$ cat src/rtl/pwm_status_reporter_pkg.sv
// -----------------------------------------------------------------------------
// pwm_status_reporter_pkg
// Shared constants and helpers for the PWM status reporter:
//   - frame header bytes and frame length
//   - baud divider computation (sys_clk cycles per UART bit)
//   - frame FSM state encoding
//   - checksum and frame byte selection helpers
// No ports (package).
// -----------------------------------------------------------------------------
package pwm_status_reporter_pkg;

  localparam logic [7:0] HDR0      = 8'h55;
  localparam logic [7:0] HDR1      = 8'hAA;
  localparam int         FRAME_LEN = 6;

  typedef enum logic [1:0] {
    ST_IDLE = 2'd0,
    ST_LOAD = 2'd1,
    ST_SEND = 2'd2,
    ST_DONE = 2'd3
  } state_t;

  // Truncating divide: cycles per UART bit.
  function automatic int calc_baud_div(input int clk_freq, input int bps);
    return clk_freq / bps;
  endfunction

  // Modulo-256 sum of the three payload bytes.
  function automatic logic [7:0] calc_csum(input logic [7:0] func,
                                           input logic [7:0] busy,
                                           input logic [7:0] valid);
    return func + busy + valid;
  endfunction

  // Byte at position idx of the report frame.
  function automatic logic [7:0] frame_byte(input logic [2:0] idx,
                                            input logic [7:0] func,
                                            input logic [7:0] busy,
                                            input logic [7:0] valid);
    logic [7:0] b;
    b = HDR0;
    case (idx)
      3'd0:    b = HDR0;
      3'd1:    b = HDR1;
      3'd2:    b = func;
      3'd3:    b = busy;
      3'd4:    b = valid;
      3'd5:    b = calc_csum(func, busy, valid);
      default: b = HDR0;
    endcase
    return b;
  endfunction

endpackage

$ cat src/rtl/uart_byte_tx.sv
// -----------------------------------------------------------------------------
// uart_byte_tx
// Serializes one byte as 8N1 (start, 8 data bits LSB first, stop), each bit
// BAUD_DIV sys_clk cycles long. tx_ready is also high during the final cycle
// of the stop bit so the next byte's start bit can follow with no gap.
// Ports:
//   sys_clk   in   clock, rising edge
//   sys_rst   in   synchronous active-high reset
//   tx_start  in   launch a byte (honoured only while tx_ready=1)
//   tx_data   in   byte to send, captured with tx_start
//   tx_ready  out  serializer can accept a byte this cycle
//   uart_txd  out  registered serial line, idles high
// -----------------------------------------------------------------------------
module uart_byte_tx #(
  parameter int BAUD_DIV = 434
) (
  input  logic       sys_clk,
  input  logic       sys_rst,
  input  logic       tx_start,
  input  logic [7:0] tx_data,
  output logic       tx_ready,
  output logic       uart_txd
);

  localparam int            CW       = (BAUD_DIV > 1) ? $clog2(BAUD_DIV) : 1;
  localparam logic [CW-1:0] CNT_LAST = CW'(BAUD_DIV - 1);
  localparam logic [3:0]    BIT_STOP = 4'd9;

  logic          r_active;
  logic [8:0]    r_shift;      // remaining data bits with the stop bit on top
  logic [3:0]    r_bit_idx;    // 0 = start, 1..8 = data, 9 = stop
  logic [CW-1:0] r_baud_cnt;
  logic          r_txd;
  logic          w_bit_end;
  logic          w_last_cycle;

  assign w_bit_end    = (r_baud_cnt == CNT_LAST);
  assign w_last_cycle = r_active && w_bit_end && (r_bit_idx == BIT_STOP);
  assign tx_ready     = !r_active || w_last_cycle;
  assign uart_txd     = r_txd;

  // Bit timing and shift register; a start in the last stop cycle chains bytes.
  always_ff @(posedge sys_clk) begin
    if (sys_rst) begin
      r_active   <= 1'b0;
      r_shift    <= 9'h1FF;
      r_bit_idx  <= 4'd0;
      r_baud_cnt <= '0;
      r_txd      <= 1'b1;
    end else if (tx_start && tx_ready) begin
      r_active   <= 1'b1;
      r_shift    <= {1'b1, tx_data};
      r_bit_idx  <= 4'd0;
      r_baud_cnt <= '0;
      r_txd      <= 1'b0;
    end else if (r_active) begin
      if (w_bit_end) begin
        r_baud_cnt <= '0;
        if (r_bit_idx == BIT_STOP) begin
          r_active <= 1'b0;
          r_txd    <= 1'b1;
        end else begin
          r_bit_idx <= r_bit_idx + 4'd1;
          r_txd     <= r_shift[0];
          r_shift   <= {1'b1, r_shift[8:1]};
        end
      end else begin
        r_baud_cnt <= r_baud_cnt + CW'(1);
      end
    end else begin
      r_txd <= 1'b1;
    end
  end

endmodule

$ cat src/rtl/pwm_status_reporter.sv
// -----------------------------------------------------------------------------
// pwm_status_reporter
// Sends a 6-byte UART status frame (55 AA FUNC BUSY VALID CSUM) whenever a
// command packet arrives or, with EVT_EN=1, whenever pwm_valid changes.
// A trigger arriving while a frame is in flight is held in one pending slot
// and serviced straight from DONE with a fresh busy/valid snapshot.
// Ports:
//   sys_clk    in   clock, rising edge
//   sys_rst    in   synchronous active-high reset
//   pwm_busy   in   per-channel busy status
//   pwm_valid  in   per-channel end-of-pattern flags
//   pack_done  in   one-cycle pulse: command packet received
//   func_reg   in   function byte, valid with pack_done
//   uart_txd   out  8N1 serial line, idles high
//   tx_busy    out  high from LOAD until the last stop bit ends
//   frame_done out  one-cycle pulse in the DONE state
// -----------------------------------------------------------------------------
module pwm_status_reporter
  import pwm_status_reporter_pkg::*;
#(
  parameter int _NUM_CHANNELS = 4,
  parameter int CLK_FREQ      = 50_000_000,
  parameter int UART_BPS      = 115200,
  parameter bit EVT_EN        = 1'b1
) (
  input  logic                     sys_clk,
  input  logic                     sys_rst,
  input  logic [_NUM_CHANNELS-1:0] pwm_busy,
  input  logic [_NUM_CHANNELS-1:0] pwm_valid,
  input  logic                     pack_done,
  input  logic [7:0]               func_reg,
  output logic                     uart_txd,
  output logic                     tx_busy,
  output logic                     frame_done
);

  localparam int         BAUD_DIV = calc_baud_div(CLK_FREQ, UART_BPS);
  localparam logic [2:0] LAST_IDX = 3'(FRAME_LEN - 1);

  state_t                   r_state;
  logic [2:0]               r_byte_idx;   // byte currently on the line
  logic [7:0]               r_func;
  logic [7:0]               r_busy_snap;
  logic [7:0]               r_valid_snap;
  logic                     r_pending;
  logic [7:0]               r_pend_func;
  logic                     r_tx_busy;
  logic                     r_frame_done;
  logic [_NUM_CHANNELS-1:0] r_valid_q;

  logic       w_event;
  logic       w_trig;
  logic [7:0] w_trig_func;
  logic [7:0] w_done_func;
  logic       w_tx_start;
  logic       w_tx_ready;
  logic [2:0] w_next_idx;
  logic [7:0] w_tx_data;

  assign w_event     = EVT_EN && (pwm_valid != r_valid_q);
  assign w_trig      = pack_done | w_event;
  // pack_done wins over a simultaneous event; an event alone reports FUNC 0.
  assign w_trig_func = pack_done ? func_reg : 8'h00;
  // Leaving DONE: a fresh pack_done overrides whatever FUNC is pending.
  assign w_done_func = pack_done ? func_reg : (r_pending ? r_pend_func : 8'h00);

  // Chooses which frame byte to launch and when the serializer may take it.
  always_comb begin
    w_tx_start = 1'b0;
    w_next_idx = 3'd0;
    case (r_state)
      ST_LOAD: begin
        w_tx_start = w_tx_ready;
        w_next_idx = 3'd0;
      end
      ST_SEND: begin
        w_tx_start = w_tx_ready && (r_byte_idx != LAST_IDX);
        w_next_idx = r_byte_idx + 3'd1;
      end
      default: begin
        w_tx_start = 1'b0;
        w_next_idx = 3'd0;
      end
    endcase
    w_tx_data = frame_byte(w_next_idx, r_func, r_busy_snap, r_valid_snap);
  end

  // Previous pwm_valid, used for change detection.
  always_ff @(posedge sys_clk) begin
    if (sys_rst) begin
      r_valid_q <= '0;
    end else begin
      r_valid_q <= pwm_valid;
    end
  end

  // Frame FSM with pending-trigger slot and registered status outputs.
  always_ff @(posedge sys_clk) begin
    if (sys_rst) begin
      r_state      <= ST_IDLE;
      r_byte_idx   <= 3'd0;
      r_func       <= 8'h00;
      r_busy_snap  <= 8'h00;
      r_valid_snap <= 8'h00;
      r_pending    <= 1'b0;
      r_pend_func  <= 8'h00;
      r_tx_busy    <= 1'b0;
      r_frame_done <= 1'b0;
    end else begin
      r_frame_done <= 1'b0;
      case (r_state)
        ST_IDLE: begin
          if (w_trig) begin
            r_func    <= w_trig_func;
            r_tx_busy <= 1'b1;
            r_state   <= ST_LOAD;
          end else begin
            r_state <= ST_IDLE;
          end
        end
        ST_LOAD: begin
          r_busy_snap  <= 8'(pwm_busy);
          r_valid_snap <= 8'(pwm_valid);
          r_byte_idx   <= 3'd0;
          if (w_tx_ready) begin
            r_state <= ST_SEND;
          end else begin
            r_state <= ST_LOAD;
          end
        end
        ST_SEND: begin
          // tx_ready here marks the final cycle of the current stop bit.
          if (w_tx_ready) begin
            if (r_byte_idx == LAST_IDX) begin
              r_tx_busy    <= 1'b0;
              r_frame_done <= 1'b1;
              r_state      <= ST_DONE;
            end else begin
              r_byte_idx <= r_byte_idx + 3'd1;
            end
          end else begin
            r_state <= ST_SEND;
          end
        end
        ST_DONE: begin
          if (r_pending || w_trig) begin
            r_func    <= w_done_func;
            r_tx_busy <= 1'b1;
            r_state   <= ST_LOAD;
          end else begin
            r_state <= ST_IDLE;
          end
        end
        default: begin
          r_tx_busy <= 1'b0;
          r_state   <= ST_IDLE;
        end
      endcase

      // One pending slot: first trigger claims it, later pack_done rewrites FUNC.
      if ((r_state == ST_IDLE) || (r_state == ST_DONE)) begin
        r_pending <= 1'b0;
      end else if (w_trig && (!r_pending || pack_done)) begin
        r_pending   <= 1'b1;
        r_pend_func <= w_trig_func;
      end
    end
  end

  uart_byte_tx #(
    .BAUD_DIV (BAUD_DIV)
  ) u_uart_byte_tx (
    .sys_clk  (sys_clk),
    .sys_rst  (sys_rst),
    .tx_start (w_tx_start),
    .tx_data  (w_tx_data),
    .tx_ready (w_tx_ready),
    .uart_txd (uart_txd)
  );

  assign tx_busy    = r_tx_busy;
  assign frame_done = r_frame_done;

endmodule

$ cat config.mk
export PLATFORM = sky130hd
export DESIGN_NAME = pwm_status_reporter
export DESIGN_NICKNAME = d
export VERILOG_FILES = /design/src/rtl/pwm_status_reporter_pkg.sv /design/src/rtl/uart_byte_tx.sv /design/src/rtl/pwm_status_reporter.sv
export SDC_FILE = /design/constraint.sdc
export NUM_CORES = 1
export LEC_CHECK = 0
export CAP_MARGIN = 20
export CORE_ASPECT_RATIO = 0.5
export CORE_MARGIN = 2
export CORE_UTILIZATION = 50
export CTS_CLUSTER_SIZE = 40
export DETAILED_ROUTE_END_ITERATION = 7
export DONT_BUFFER_PORTS = 1
export GPL_ROUTABILITY_DRIVEN = 0
export PLACE_DENSITY = 0.75
export SLEW_MARGIN = 0
export SYNTH_ARGS = -nofsm -noshare
export SYNTH_HDL_FRONTEND = slang
export SYNTH_SLANG_ARGS = --single-unit
$ cat constraint.sdc
create_clock -name sys_clk -period 2.5 [get_ports sys_clk]
set_input_delay 0.625 -clock sys_clk [delete_from_list [all_inputs] [get_ports sys_clk]]
set_output_delay 0.625 -clock sys_clk [all_outputs]
set_load 0.05 [all_outputs]
==> flow_summary.yaml, run 1 <==
outcome:
  status: "complete, no violations"
critical_path:
  endpoint_kind: "register"
  crit_chain: "fa_1 -> ha_2 -> fa_2 -> buf_4 -> a211o_1 -> o2111ai_1 -> xnor2_1 -> a32oi_1 -> a21oi_1"
  crit_buf_inv: 1
  reg2reg_slack_ps: 110
  critPathLaunchType: "register"
  crit_required_ps: 2700
  arrival_ps: 2600
  crit_path_max_fanout: 3
  crit_path_top_delay_cell: "fa_1"
  rr_endpoint: "u_uart_byte_tx.r_shift[7]$_SDFFE_PP1P_"
  path_class: "reg -> reg"
  slowest_delay_ps: 480
  cpLargestDelayFamily: "adder cells"
  r2r_start: "r_func[1]$_SDFFE_PP0P_"
  worstRegToRegCells: 9
yosys:
  synth-edff-count: 0
  synth_seq_cells: 59
  synthFlopType: "dfxtp_1"
  netlist_instances: 360
  synth-xor-area-share_pct: 3.53
  synth_area_um2: 3230
  synth_compound_area_share_pct: 21.4
  synth_cell_type_count: 62
  yosysWarnings: 0
  syn_area_per_cell_um2: 8.97
  synth_top_family_by_area: "compound AO/OA/AOI/OAI gates"
  ys_seq_area_share_pct: 36.6
  synth-simple-area-share_pct: 20.5
  synthMuxAreaShare_pct: 4.80
  postSynthNetCount: 398
  synthAdderAreaFrac_pct: 8.52
  async_reset_ff_share_pct: 0
clock_network:
  h-tree-depth: 3
  cts_buffer_depth: 2
  postCtsSetupBuffers: 0
  clk_latency_ps: 330
  root_buffer: "clkbuf_16"
  cts_buffers: 9
  cts.sinks: 59
  clk_transition_reported_paths_ps: 50
  cts_tree: "yes"
timing:
  setup_ws_ps: 106
  worst_pin_slew_ps: 708
  fin_skew_ps: 6.60
  fin_crit_sh_pct: 95.8
  fmax_ghz: 0.418
  max_slew_margin_pct: 52.8
  hold_slack_ps: 373
  rsz0062_at_grt: "no"
  final-max-slew-violation-count: 0
  hold_violations: 0
  setup_violations: 0
  fin_tns_setup_ps: 0
  finalCriticalPeriod_ps: 2390
route:
  first_pass_iters: 4
  dr.first_iter.drc_count: 131
  drtAntennaViolNets: 0
  wl_per_cell_um: 15.5
  post_drt_via_cell_ratio: 5.80
  wl_mm: 7.01
  vias: 2622
  drc: 0
power:
  internal-power_mw: 2.23
  power_switching_mw: 1.08
  comb_power_share_pct: 26.0
  max-vdd-ir-drop_uv: 444
  leakage_nw: 1.32
  pwr-share-clk_pct: 34.6
  switching_share_pct: 32.7
  power.density_nw_per_um2: 925
  seqPwrFrac_pct: 39.4
job:
  drv_cap: 0
floorplan:
  die_x_um: 118
  die_y_um: 60.8
  start_util_pct: 52.5
  ioPinCount: 22
  num_rows: 20
  core_area_um2: 6160
  die_area_um2: 7160
finish:
  diodes: 0
  mostFrequentLayoutCell: "dfxtp_1"
  layout_common_cells: "dfxtp_1, nor2_1, a21oi_1, nand2_1, o21ai_0"
  nNetsFinal: 398
  area_growth_pct: 10.7
  drive_gt1_share_pct: 10.7
hold_path:
  min_to: "r_byte_idx[0]$_SDFFE_PP0P_"
  hold_path.startpoint: "sys_rst"
  hp-class: "in -> reg"
  whs_path_depth: 1
global_routing:
  grt_max_degree: 49
  grt_pass1_wl_mm: 11.8
  grt_usage_pct: 21.1
  grt_overflow_total: 0
  grt_antenna_before_repair: 0
  first_global_vias: 2607
placed_design:
  pre_cts_slack_ps: -12.8
  dp_hpwl_mm: 5.03
  port_buffers: 0
-- metrics by stage --
| stage | power (mW) | util [%] | instance area [um^2] | std cells |
|---|---|---|---|---|
| floorplan | 1.98 | - | 3230 | 360 |
| global placement | 2.12 | 53.4 | 3290 | 437 |
| detailed placement | 2.16 | 53.4 | 3290 | 437 |
| CTS | 3.32 | 58.0 | 3570 | 452 |
| global route | 3.49 | 58.1 | 3570 | 452 |
| finish | 3.31 | 58.1 | 3570 | 452 |
-- power by group through the flow --
stage	clock (mW)	combinational, mW	sequential, mW
2_1_floorplan	0	0.721	1.26
3_3_place_gp	0	0.810	1.31
3_5_place_dp	0	0.843	1.32
4_1_cts	1.17	0.850	1.30
5_1_grt	1.21	0.963	1.32
6_report	1.14	0.860	1.30
-- registers in the layout (all words and copies together), names as in the netlist, 3 cells and up, named ones only --
register and flops:
r_busy_snap 4, u_uart_byte_tx.r_baud_cnt 9, r_byte_idx 3, r_valid_q 4, r_func 8, u_uart_byte_tx.r_bit_idx 4
r_pend_func 8, u_uart_byte_tx.r_shift 8, r_valid_snap 4
-- worst max path at each step --
stage | cells past startpoint | from | to | slack [ps]
final | 9 | r_func[1]$_SDFFE_PP0P_ | u_uart_byte_tx.r_shift[7]$_SDFFE_PP1P_ | 110
after global routing | 8 | r_func[1]$_SDFFE_PP0P_ | u_uart_byte_tx.r_shift[5]$_SDFFE_PP1P_ | 6
after CTS | 8 | r_func[1]$_SDFFE_PP0P_ | u_uart_byte_tx.r_shift[5]$_SDFFE_PP1P_ | 10
after detailed placement | 8 | r_func[1]$_SDFFE_PP0P_ | u_uart_byte_tx.r_shift[5]$_SDFFE_PP1P_ | -10
after global placement | 8 | r_func[1]$_SDFFE_PP0P_ | u_uart_byte_tx.r_shift[5]$_SDFFE_PP1P_ | 70
after floorplan | 8 | r_func[1]$_SDFFE_PP0P_ | u_uart_byte_tx.r_shift[5]$_SDFFE_PP1P_ | 120
-- metal layers --
| layer | wire (um) | global-route usage [%] | vias up |
|---|---|---|---|
| met5 | 0 | 0 | - |
| met4 | 70 | 9.47 | 0 |
| met3 | 331 | 6.30 | 6 |
| met2 | 3270 | 36.8 | 54 |
| met1 | 3340 | 25.2 | 1245 |
| li1 | - | - | 1317 |
-- final cells by class --
cell class	instances	area, um^2
Sequential cell	59	1180
Fill cell	555	2580
Multi-Input combinational cell	272	1910
Clock inverter	2	10.0
Inverter	10	37.5
Clock buffer	13	270
Timing Repair Buffer	8	60.1
Tap cell	88	110
-- cell families after synthesis --
| group | after synthesis |
|---|---|
| compound gates | 99 |
| xor+xnor | 13 |
| fa+ha+maj | 19 |
| buf+inv | 29 |
| flops | 59 |
| mux | 15 |
| simple gates | 126 |
-- synth_stat cells (9+ instances only) --
cell      number  area (um^2)
nor3b_1        9         67.6
mux2i_1       11          110
o21ai_0       17         85.1
nand2_1       18         67.6
inv_1         10         37.5
clkbuf_1       9         33.8
ha_1          14          175
nand3_1        9         45.0
dfxtp_1       59         1180
nor2_1        52          195
a22oi_1       10         75.1
a21oi_1       24          120
a211oi_1      14          105
-- repair_timing --
| item | CTS | global route |
|---|---|---|
| hold buffers | 0 | 0 |
| setup endpoints to repair | 1 | 2 |
| resized for setup | 1 | 2 |
| cloned | 0 | 0 |
| pin swaps | 0 | 1 |
| hold endpoints to repair | 0 | 0 |
No activity file was read; power rests on OpenSTA's default activity.
==> inputs of run 2 (changes only) <==
--- a/config.mk
+++ b/config.mk
@@ -11,3 +11,3 @@
 export CORE_UTILIZATION = 50
-export CTS_CLUSTER_SIZE = 40
+export CTS_CLUSTER_SIZE = 30
 export DETAILED_ROUTE_END_ITERATION = 7
@@ -20 +20,2 @@
 export SYNTH_SLANG_ARGS = --single-unit
+export TNS_END_PERCENT = 100
==> constraint.sdc (replaced) <==
create_clock -name sys_clk -period 2.5 [get_ports sys_clk]
set_input_delay 0.75 -clock sys_clk [delete_from_list [all_inputs] [get_ports sys_clk]]
set_output_delay 0.75 -clock sys_clk [all_outputs]
set_load 0.05 [all_outputs]
==> run 2 against run 1 <==
Compared with the run above:
- cell area rose by 0.91%
- sequential power barely moved
- first-iteration DRC count rose by 50%
- combinational power rose by 3.3%
- worst hold slack improved by 110 ps
- critical path depth did not move
- clock-buffer cell count did not move
- cell count rose by 0.22%
==> flow_summary.yaml, run 2 (same netlist as run 1, synthesis figures left out) <==
outcome:
  status: "complete, no violations"
global_routing:
  grt_antenna_before_repair: 0
  grt-busiest-layer: "met2"
  gr-usage-met3_pct: 6.95
  grt_overflow_total: 0
  grt_usage_pct: 20.8
  grt_pass1_wl_mm: 11.8
  first_global_vias: 2518
  grt_util_met1_pct: 24.8
  use_met2_pct: 35.9
  grt_max_degree: 49
timing:
  max_slew_margin_pct: 50.7
  fin_skew_ps: 4.65
  fin_tns_setup_ps: 0
  worst_pin_slew_ps: 734
  fin_crit_sh_pct: 97.5
  final-max-slew-violation-count: 0
  finalCriticalPeriod_ps: 2440
  hold_violations: 0
  setup_ws_ps: 61.6
  setup_violations: 0
  fmax_ghz: 0.410
critical_path:
  crit_path_top_delay_cell: "fa_1"
  arrival_ps: 2640
  critPathLaunchType: "register"
  crit_required_ps: 2700
  slowest_delay_ps: 500
  path_class: "reg -> reg"
  crit_chain: "fa_1 -> ha_2 -> fa_2 -> buf_4 -> a211o_1 -> o2111ai_1 -> xnor2_1 -> a32oi_1 -> a21oi_1"
  crit_path_max_fanout: 3
  endpoint_kind: "register"
route:
  wl_mm: 7.12
  first_pass_iters: 5
  vias: 2712
  drc: 0
  drtAntennaViolNets: 0
  post_drt_via_cell_ratio: 5.99
  wl_per_cell_um: 15.7
  dr.first_iter.drc_count: 197
clock_network:
  h-tree-depth: 3
  cts_buffer_depth: 2
  cts.sinks: 59
  root_buffer: "clkbuf_16"
  cts_buffers: 9
  clk_latency_ps: 330
  clk_transition_reported_paths_ps: 50
  cts_tree: "yes"
power:
  max-vdd-ir-drop_uv: 523
  leakage_nw: 1.32
  power.density_nw_per_um2: 940
floorplan:
  start_util_pct: 52.5
  die_x_um: 118
  die_y_um: 60.8
  core_area_um2: 6160
  die_area_um2: 7160
  ioPinCount: 22
  num_rows: 20
placed_design:
  pre_cts_slack_ps: -9.67
  dp_hpwl_mm: 5.05
  port_buffers: 0
finish:
  mostFrequentLayoutCell: "dfxtp_1"
  nNetsFinal: 398
  utilization_pct: 58.6
  largest_reg_flops: 9
  area_growth_pct: 11.7
  layout_common_cells: "dfxtp_1, nor2_1, a21oi_1, nand2_1, o21ai_0"
  max_flop_register: "u_uart_byte_tx.r_baud_cnt"
  diodes: 0
  drive_gt1_share_pct: 11.5
hold_path:
  hp-class: "reg -> reg"
job:
  drv_cap: 0
## run 2: report_power, final
| group | internal [mW] | total [mW] | switching (mW) |
|---|---|---|---|
| sequential | 1.11 | 1.30 | 0.196 |
| combinational | 0.398 | 0.888 | 0.490 |
| clock | 0.776 | 1.20 | 0.426 |
## run 2: final cells by class
| type | count | area, um^2 |
|---|---|---|
| Clock buffer | 13 | 280 |
| Clock inverter | 3 | 20.0 |
| Fill cell | 571 | 2550 |
| Inverter | 10 | 37.5 |
| Multi-Input combinational cell | 272 | 1920 |
| Sequential cell | 59 | 1180 |
| Tap cell | 88 | 110 |
| Timing Repair Buffer | 8 | 60.1 |
## run 2: through the flow
step | hold slack (ps) | std cells | area, um^2 | total power [mW]
after floorplan | 454 | 360 | 3230 | 1.98
after global placement | 463 | 437 | 3290 | 2.12
after detailed placement | 469 | 437 | 3290 | 2.16
after CTS | 481 | 453 | 3590 | 3.37
after global routing | 489 | 453 | 3610 | 3.58
final | 479 | 453 | 3610 | 3.39
## run 2: repair_timing
| action | CTS | global route |
|---|---|---|
| setup endpoints to repair | 1 | 3 |
| pin swaps | 0 | 1 |
| cloned | 0 | 0 |
| hold buffers | 0 | 0 |
| resized for setup | 1 | 3 |
| buffers inserted | 0 | 0 |
## run 2: worst paths after layout
check,from,to,slack [ps],depth (start not counted)
setup reg to reg,r_func[1]$_SDFFE_PP0P_,u_uart_byte_tx.r_shift[7]$_SDFFE_PP1P_,60,9
hold reg to reg,u_uart_byte_tx.r_shift[4]$_SDFFE_PP1P_,u_uart_byte_tx.r_shift[4]$_SDFFE_PP1P_,480,2
setup / recovery,r_func[1]$_SDFFE_PP0P_,u_uart_byte_tx.r_shift[7]$_SDFFE_PP1P_,60,9
hold / removal,u_uart_byte_tx.r_shift[4]$_SDFFE_PP1P_,u_uart_byte_tx.r_shift[4]$_SDFFE_PP1P_,480,2
## run 2: worst max-delay path: cells and delay by family, from the launching register on
kind / cells / cell delay, ps
AO/OA/AOI/OAI: 4 / 640
adder cells (fa/ha/maj): 3 / 1080
flip-flops: 1 / 330
buffers and inverters: 1 / 150
XOR/XNOR: 1 / 90
## run 2: layer usage
layer  wire length, um  vias up
met5                 0        -
met4               122        0
met3               528       12
met2              3290       94
met1              3180     1289
li1                  -     1317
==> RTL change: new RTL, settings of run 2 <==
Re-encode `state_t` (4 states) as Gray code, 2 bits wide.
--- a/src/rtl/pwm_status_reporter_pkg.sv
+++ b/src/rtl/pwm_status_reporter_pkg.sv
@@ -15,8 +15,8 @@
 
   typedef enum logic [1:0] {
-    ST_IDLE = 2'd0,
-    ST_LOAD = 2'd1,
-    ST_SEND = 2'd2,
-    ST_DONE = 2'd3
+    ST_IDLE = 2'b00,
+    ST_LOAD = 2'b01,
+    ST_SEND = 2'b11,
+    ST_DONE = 2'b10
   } state_t;
 
Behaviour: no difference found for any inputs over 10 cycles, from zero or initial values and one cycle with sys_rst high; not proved beyond that.
==> RTL change against run 2 <==
Area after synthesis is 2.8% lower. Design area is 0.55% lower. Sequential cell count stayed put. Setup slack worse by 0.027 ns. Routed wire length is 1.4% higher. Non-clock buffer count is 3 higher. Fmax is 1.1% lower. Highest routed layer unchanged.
Power is not compared: it rests on default switching activity, and its combinational part moved more than twofold at a synthesized area within 25%.
==> RTL change: results <==
[outcome]
outcome = "finished clean"

[global_routing]
met2_usage_pct = 40.0
grt_pass1_vias = 2503
grt_max_degree = 44
grt_use_met1_pct = 27.6
grtUsageTotal_pct = 23.1
met3_usage_pct = 6.09
antenna_found_initial = 0
grt_pass1_wl_um = 12100

[clocking]
clockBufferDepth = 2
cts_resized = 2
insertion_delay_ns = 0.33
post-cts-setup-buffers = 0
cts_made_buffers = 9
h-tree-depth = 3
clkTransAtPathRegs_ns = 0.05
clockRootBuffer = "clkbuf_16"

[detailed_routing]
routed_via_density = 5.97
drt_pre_antenna_iters = 5
avgRoutedWirePerCell_um = 16.3
route.met2.wl_um = 3500
wirelength_met1_um = 3180
dr.max_layer_used = "met4"
dr_wl_met3_um = 346
drtIter0Drc = 179

[synth]
synth.distinct_cells = 65
synth-xor-area-share_pct = 4.11
muxShareOfSynthArea_pct = 3.95
synth-compound-area-share_pct = 23.8
synthFlopType = "dfxtp_1"
async_flop_share_pct = 0
yosys-top-cells-area = "dfxtp_1 (38%), nor2_1 (5.4%), a21oi_1 (4.1%)"
synth_common_cells = "dfxtp_1 (59), nor2_1 (45), a21oi_1 (26), nand2_1 (26), a22oi_1 (17)"
synth_warnings = 0
synthAdderAreaFrac_pct = 7.18
seq_area_frac_synth_pct = 37.6

[critical_path]
path_delay_family = "compound AO/OA/AOI/OAI gates"
crit_path_top_delay_cell = "fa_2"
cp_max_fo = 3
arrival_ns = 2.67
critPathMaxStageDelay_ns = 0.50

[place]
dpl.hpwl_um = 5050
placed_cell_area_um2 = 3230
io_buffer_count = 0

[power]
p_leak_uw = 0.00138
switchingPower_uw = 606
ir_drop_uv = 536

[layout]
top_register = "u_uart_byte_tx.r_baud_cnt"
antenna_cells = 0
final_layout_size_suffix_gt1_share_pct = 13.2
finalNetCount = 384
fillers = 527
largest_reg_flops = 9

[hold_path]
min_path_type = "reg2reg"

[sta]
skew_ns = 0.00534
slew_headroom_pct = 56.8
RTL change: changes by cell type after synthesis, sizes merged, moves of 4 or more:
cell    before  now
ha          14   10
o21ai       17   12
a211oi      14   10
nand2       18   26
nor3b        9    0
a22oi       10   17
nor2        52   46
RTL change: final timing paths:
| check | from | to | slack, ns | depth (start not counted) |
|---|---|---|---|---|
| setup reg to reg | r_func[2] | u_uart_byte_tx.r_shift[4] | 0.04 | 7 |
| setup / recovery | r_func[2] | u_uart_byte_tx.r_shift[4] | 0.04 | 7 |
| hold / removal | u_uart_byte_tx.r_shift[6] | u_uart_byte_tx.r_shift[6] | 0.47 | 2 |
| hold reg to reg | u_uart_byte_tx.r_shift[6] | u_uart_byte_tx.r_shift[6] | 0.47 | 2 |
RTL change: power groups by stage:
stage	clock network [uW]	logic, uW	registers [uW]
floorplan	0	199	1040
global placement	0	219	1060
detailed placement	0	230	1060
CTS	1430	237	1040
global route	1490	266	1050
finish	1410	241	1040
RTL change: layout make-up:
type / count / area [um2] / share of cell area, %
clock buffer: 11 / 243 / 6.77
clock inverter: 5 / 100 / 2.79
inverter: 11 / 41.3 / 1.15
multi-input combinational: 258 / 1830 / 51.0
sequential: 59 / 1180 / 32.9
tap: 88 / 110 / 3.07
timing repair buffer: 11 / 82.6 / 2.30
RTL change: tightest hold or removal path: stages (launching register included):
cell and delay, ns:
dfxtp_1 0.32, a21oi_1 0.06, o21ai_0 0.06
RTL change: per-stage QoR:
stage                     hold WS (ns)  cells  utilization (%)  setup slack, ns
after floorplan                  0.439    348                -           0.0633
after global placement           0.459    427             53.3          -0.0107
after detailed placement         0.463    427             53.3          -0.0926
after CTS                        0.475    443             59.0           0.0202
after global routing             0.481    443             59.2          0.00494
final                            0.474    443             59.2           0.0350
